File: config.mk
export PLATFORM = sky130hd
export DESIGN_NAME = decode_hazard_ctrl
export DESIGN_NICKNAME = d
export VERILOG_FILES = /design/src/rtl/decode_hazard_ctrl.sv
export SDC_FILE = /design/constraint.sdc
export NUM_CORES = 1
export LEC_CHECK = 0
export CAP_MARGIN = 20
export CORE_MARGIN = 1
export CORE_UTILIZATION = 41
export CTS_CLUSTER_DIAMETER = 80
export CTS_CLUSTER_SIZE = 12
export DETAILED_ROUTE_END_ITERATION = 10
export PLACE_DENSITY = 0.76
export RECOVER_POWER = 25
export SLEW_MARGIN = 0
export SYNTH_ARGS = -nofsm -noshare
export SYNTH_HDL_FRONTEND = slang
export SYNTH_SLANG_ARGS = --single-unit
File: constraint.sdc
create_clock -name clock -period 4.35 [get_ports clock]
set_clock_uncertainty 0.2 [all_clocks]
set_input_delay 0.435 -clock clock [delete_from_list [all_inputs] [get_ports clock]]
set_output_delay 0.435 -clock clock [all_outputs]
set_load 0.01 [all_outputs]
File: src/rtl/decode_hazard_ctrl.sv
// Decode-stage hazard scheduler: scoreboards in-flight ALU/load/mul writes,
// raises stall_decode and picks RF / ALU-bypass / MEM-bypass per source.
module decode_hazard_ctrl #(
  parameter int NUM_REGS = 32,
  parameter int ADDR_W   = 5,
  parameter int MUL_LAT  = 5
) (
  input  logic                clock,
  input  logic                reset_c,
  input  logic                flush,
  input  logic                dec_valid,
  input  logic [ADDR_W-1:0]   dec_ra,
  input  logic [ADDR_W-1:0]   dec_rb,
  input  logic                dec_rb_used,
  input  logic [ADDR_W-1:0]   dec_rd,
  input  logic                dec_rd_wr,
  input  logic [1:0]          dec_class,
  input  logic                ld_ret_valid,
  input  logic [ADDR_W-1:0]   ld_ret_rd,
  output logic                stall_decode,
  output logic                dec_issue,
  output logic [1:0]          bp_sel_a,
  output logic [1:0]          bp_sel_b,
  output logic [NUM_REGS-1:0] ld_pending
);

  localparam logic [1:0] CLS_ALU  = 2'd0;
  localparam logic [1:0] CLS_LOAD = 2'd1;
  localparam logic [1:0] CLS_MUL  = 2'd2;

  localparam logic [1:0] SEL_RF  = 2'd0;
  localparam logic [1:0] SEL_ALU = 2'd1;
  localparam logic [1:0] SEL_MEM = 2'd2;

  localparam logic [3:0] MUL_CNT_INIT = 4'(MUL_LAT - 1);

  // ALU shadow pipe: stage 1 = issued last cycle, stage 2 = two cycles ago
  logic              alu_v1;
  logic [ADDR_W-1:0] alu_rd1;
  logic              alu_v2;
  logic [ADDR_W-1:0] alu_rd2;

  logic              mul_busy;
  logic [ADDR_W-1:0] mul_rd;
  logic [3:0]        mul_cnt;

  logic [1:0]          sel_a;
  logic [1:0]          sel_b;
  logic                hz_a;
  logic                hz_b;
  logic                hz_waw;
  logic                hz_struct;
  logic                stall_raw;
  logic                issue_raw;
  logic [NUM_REGS-1:0] ld_set;
  logic [NUM_REGS-1:0] ld_clr;
  logic [NUM_REGS-1:0] ld_next;

  function automatic logic ret_hit(input logic              rv,
                                   input logic [ADDR_W-1:0] rrd,
                                   input logic [ADDR_W-1:0] s);
    return rv && (rrd == s);
  endfunction

  // Youngest in-flight producer wins; r0 always reads the register file.
  function automatic logic [1:0] src_sel(input logic [ADDR_W-1:0] s,
                                         input logic              v1,
                                         input logic [ADDR_W-1:0] rd1,
                                         input logic              v2,
                                         input logic [ADDR_W-1:0] rd2,
                                         input logic              rv,
                                         input logic [ADDR_W-1:0] rrd);
    if (s == '0)
      return SEL_RF;
    else if (v1 && (rd1 == s))
      return SEL_ALU;
    else if (v2 && (rd2 == s))
      return SEL_MEM;
    else if (ret_hit(rv, rrd, s))
      return SEL_MEM;
    else
      return SEL_RF;
  endfunction

  // A register is blocked while a load to it is outstanding (unless it is
  // returning right now) or while the multiplier still owns it.
  function automatic logic reg_blocked(input logic [ADDR_W-1:0]   s,
                                       input logic [NUM_REGS-1:0] ldp,
                                       input logic                rv,
                                       input logic [ADDR_W-1:0]   rrd,
                                       input logic                mb,
                                       input logic [ADDR_W-1:0]   mrd);
    logic ld_blk;
    logic mul_blk;
    ld_blk  = ldp[s] && !ret_hit(rv, rrd, s);
    mul_blk = mb && (mrd == s);
    return (s != '0) && (ld_blk || mul_blk);
  endfunction

  always_comb begin
    sel_a = src_sel(dec_ra, alu_v1, alu_rd1, alu_v2, alu_rd2,
                    ld_ret_valid, ld_ret_rd);
    sel_b = SEL_RF;
    if (dec_rb_used)
      sel_b = src_sel(dec_rb, alu_v1, alu_rd1, alu_v2, alu_rd2,
                      ld_ret_valid, ld_ret_rd);

    hz_a = reg_blocked(dec_ra, ld_pending, ld_ret_valid, ld_ret_rd,
                       mul_busy, mul_rd);
    hz_b = dec_rb_used &&
           reg_blocked(dec_rb, ld_pending, ld_ret_valid, ld_ret_rd,
                       mul_busy, mul_rd);
    hz_waw = dec_rd_wr &&
             reg_blocked(dec_rd, ld_pending, ld_ret_valid, ld_ret_rd,
                         mul_busy, mul_rd);
    hz_struct = (dec_class == CLS_MUL) && mul_busy;

    stall_raw = dec_valid && (hz_a || hz_b || hz_waw || hz_struct);
    issue_raw = dec_valid && !stall_raw && !flush;
  end

  // Outputs read as idle for the whole time reset is held.
  always_comb begin
    stall_decode = 1'b0;
    dec_issue    = 1'b0;
    bp_sel_a     = SEL_RF;
    bp_sel_b     = SEL_RF;
    if (!reset_c) begin
      stall_decode = stall_raw;
      dec_issue    = issue_raw;
      bp_sel_a     = sel_a;
      bp_sel_b     = sel_b;
    end
  end

  // A new load to rd is younger than a return to the same rd, so set wins.
  always_comb begin
    ld_set = '0;
    ld_clr = '0;
    if (issue_raw && (dec_class == CLS_LOAD) && (dec_rd != '0))
      ld_set[dec_rd] = 1'b1;
    if (ld_ret_valid)
      ld_clr[ld_ret_rd] = 1'b1;
    ld_next = (ld_pending & ~ld_clr) | ld_set;
  end

  always_ff @(posedge clock or posedge reset_c) begin
    if (reset_c) begin
      alu_v1     <= 1'b0;
      alu_rd1    <= '0;
      alu_v2     <= 1'b0;
      alu_rd2    <= '0;
      mul_busy   <= 1'b0;
      mul_rd     <= '0;
      mul_cnt    <= '0;
      ld_pending <= '0;
    end else begin
      alu_v1  <= issue_raw && (dec_class == CLS_ALU) && dec_rd_wr;
      alu_rd1 <= dec_rd;
      alu_v2  <= alu_v1 && !flush;
      alu_rd2 <= alu_rd1;

      ld_pending <= ld_next;

      if (flush) begin
        mul_busy <= 1'b0;
        mul_rd   <= '0;
        mul_cnt  <= '0;
      end else if (issue_raw && (dec_class == CLS_MUL) && (dec_rd != '0)) begin
        mul_busy <= 1'b1;
        mul_rd   <= dec_rd;
        mul_cnt  <= MUL_CNT_INIT;
      end else if (mul_busy) begin
        if (mul_cnt == '0)
          mul_busy <= 1'b0;
        else
          mul_cnt <= mul_cnt - 4'd1;
      end
    end
  end

endmodule

==> impl_metrics.csv, run 1 <==
group,metric,value,unit
outcome,status,"complete, but fails checks",
outcome,violations,"max-capacitance violations, max-slew violations",
logic_synthesis,synth_top_area_cell,"dfrtp_1",
sta,fmax,241,MHz
critical_path,crit_path_top_delay_cell,"dlygate4sd3_1",
global_routing,grt_use_total,26.0,%
critical_path,path_buf_inv,2,
routing,wl,12.8,mm
clock_network,clkSlewWorstSetupHoldPaths,100,ps
critical_path,crit_family,"buffers and inverters",
logic_synthesis,netlist_area,3940,um^2
global_routing,grt_overflow,0,
floorplanning,core_area,9280,um^2
critical_path,worst_setup_path_start_kind,"input port",
final_layout,finish.utilization,52.8,%
sta,worstMarginPinSlew,2890,ps
sta,setup_slack,195,ps
routing,drt-wirelength-per-cell,21.8,um
logic_synthesis,async_flop_share,100,%
power,p_leak,0.00189,uW
floorplanning,initial_core_util,42.4,%
clock_network,cts_made_buffers,5,
sta,rsz0062_at_grt,"no",
clock_network,htree_num_levels,2,
floorplanning,ios,67,
logic_synthesis,synth_top_area_share,34.3,%
floorplanning,die_h,100,um
clock_network,clock_path_buffers,2,
clock_network,cts_sinks,54,
global_routing,grt_max_degree,55,
critical_path,required,3710,ps
sta,setup_violations,0,
global_routing,grt_pass1_vias,3589,
clock_network,cts.repair.resized,0,
global_routing,grt_pass1_wl,19.7,mm
logic_synthesis,synth_nets,425,
placement,place.gp.congestion,0.959,
clock_network,cts_setup_buffers,0,
logic_synthesis,synth_cell_type_count,57,
final_layout,fin_cells,588,
logic_synthesis,synth_edf_count,0,
floorplanning,dieArea,10000,um^2
logic_synthesis,synth_seq_area_share,34.3,%
global_routing,globalRouteMet1Util,36.3,%
final_layout,antenna_cells,0,
sta,period_share,95.5,%
clock_network,cts_hold_buf,0,
final_layout,syn_to_final_growth,24.3,%
critical_path,path_class,"in -> out",
worst_hold_path,hold_class,"reg -> reg",
power,total_power,1260,uW
placement,dp_hpwl,9.19,mm
placement,dp_cells,580,
logic_synthesis,synthCells,395,
routing,drt_iter0_drc,401,
sta,min_period,4150,ps
critical_path,path_cells,"dlygate4sd3_1, or3b_2, o22ai_1, o21ai_0, a31oi_1, a311oi_2, a311oi_1, clkdlybuf4s50_1",
global_routing,top_usage_layer,"met2",
critical_path,cp.arrival,3520,ps
global_routing,antenna_found_initial,0,
logic_synthesis,syn_avg_cell_area,9.97,um^2
floorplanning,num_rows,35,
routing,drc,0,
routing,drtAntennaViolNets,0,
logic_synthesis,synthTopCellsByArea,"dfrtp_1 (34%), mux2i_1 (6.9%), mux4_2 (6.9%)",
critical_path,slowest_delay,730,ps
clock_network,clockRootBuffer,"clkbuf_8",
sta,maxSlewViolCount,55,
clock_network,clkLatencyLatePin,320,ps
sta,finalHoldViolations,0,
routing,vias_per_cell,6.31,
logic_synthesis,synth.most_common_cell,"dfrtp_1",
logic_synthesis,ys.flop_type,"dfrtp_1",
sta,relSlewSlack,-92.8,%
floorplanning,die_w,100,um
logic_synthesis,synth-seq-cells,54,
logic_synthesis,ys_top_cells_by_count,"dfrtp_1 (54), o21ai_0 (37), xor2_1 (30), mux2i_1 (27)",
routing,dr_total_vias,3713,
logic_synthesis,ys_warn_count,0,
final_layout,final_nets,488,
routing,firstDrtPassIters,5,
final_layout,drive_above_1_share,15.0,%
power,p_per_area,257,nW/um^2
placement,post-place-ws,290,ps
critical_path,cp-end-kind,"output pin",
global_routing,grt_use_met2,40.2,%
run,max-cap-violations,1,
sta,tns,0,ps
placement,io_buffers,66,
final_layout,fillCellCount,864,
critical_path,cp_max_fo,11,
clock_network,cts_tree,"done",
power,irDropWorstVdd,0.000121,V
global_routing,gr-usage-met3,4.60,%
cell type report:
| class | count | area (um^2) | share of cell area [%] |
|---|---|---|---|
| Inverter | 7 | 26.3 | 0.536 |
| Clock buffer | 6 | 82.6 | 1.69 |
| Tap cell | 129 | 161 | 3.30 |
| Multi-Input combinational cell | 301 | 2390 | 48.7 |
| Clock inverter | 2 | 60.1 | 1.23 |
| Timing Repair Buffer | 89 | 830 | 16.9 |
| Sequential cell | 54 | 1350 | 27.6 |
kinds of logic after synthesis:
| logic type | count (synthesis) | synth area share, % |
|---|---|---|
| compound gates | 106 | 19.5 |
| xor+xnor | 52 | 11.6 |
| fa+ha+maj | 1 | 0.318 |
| buf+inv | 40 | 5.11 |
| flops | 54 | 34.3 |
| mux | 40 | 14.0 |
| simple gates | 102 | 15.2 |
layout by cell type, fill, tap and decap left out, types with 14 or more instances in the layout:
master and n:
clkdlybuf4s50_1 59, o21ai_0 37, o31ai_1 22, xor2_1 30, buf_4 22, dfrtp_1 54, nand2_1 14, mux2i_1 27
xnor2_1 22, nand3_1 18
path summary, 6_finish.rpt:
kind                               start             end  slack [ps]  depth (start not counted)
min reg2reg                   alu_rd1[2]      alu_rd2[2]         250                          0
min                           alu_rd1[2]      alu_rd2[2]         250                          0
max reg2reg                ld_pending[3]  ld_pending[29]        1380                          7
max                            dec_rd[4]    stall_decode         200                          8
max in group asynchronous        reset_c  ld_pending[16]         740                          3
min in group asynchronous        reset_c      alu_rd1[3]        1590                          3
state kept, by name, indices dropped and copies added (netlist names):
register    count
ld_pending     32
alu_rd1         5
alu_rd2         5
mul_rd          5
mul_cnt         4
alu_v1          1
alu_v2          1
mul_busy        1
metrics by stage:
| step | cell area, um^2 | hold slack, ps |
|---|---|---|
| floorplan | 3940 | 208 |
| global route | 4900 | 265 |
| CTS | 4900 | 249 |
| finish | 4900 | 248 |
| global placement | 4760 | 218 |
| detailed placement | 4760 | 227 |
per-layer routing:
metal	vias up	part of all wire, %
met5	-	0
met4	0	2.6
met2	235	46
met3	36	9.0
met1	1831	42
li1	1611	-
worst register-to-register path: stages (launching register included):
cell,delay (ps)
dfrtp_1,470
mux4_2,490
a222oi_1,390
a31oi_1,210
a311oi_2,320
nand4_2,150
buf_4,270
o31ai_1,350
report_power, final:
part	total (uW)	switching [uW]	leakage, uW	internal [uW]
Sequential	552	30.8	0.000727	521
Clock	420	175	0.0000714	246
Combinational	284	155	0.00109	129
No activity file was read; power rests on OpenSTA's default activity.
==> inputs of run 2 (changes only) <==
- HOLD_SLACK_MARGIN: default -> 0.05
==> results of run 2 <==
The final DEF is identical to that of run 1; final timing and power are the same.
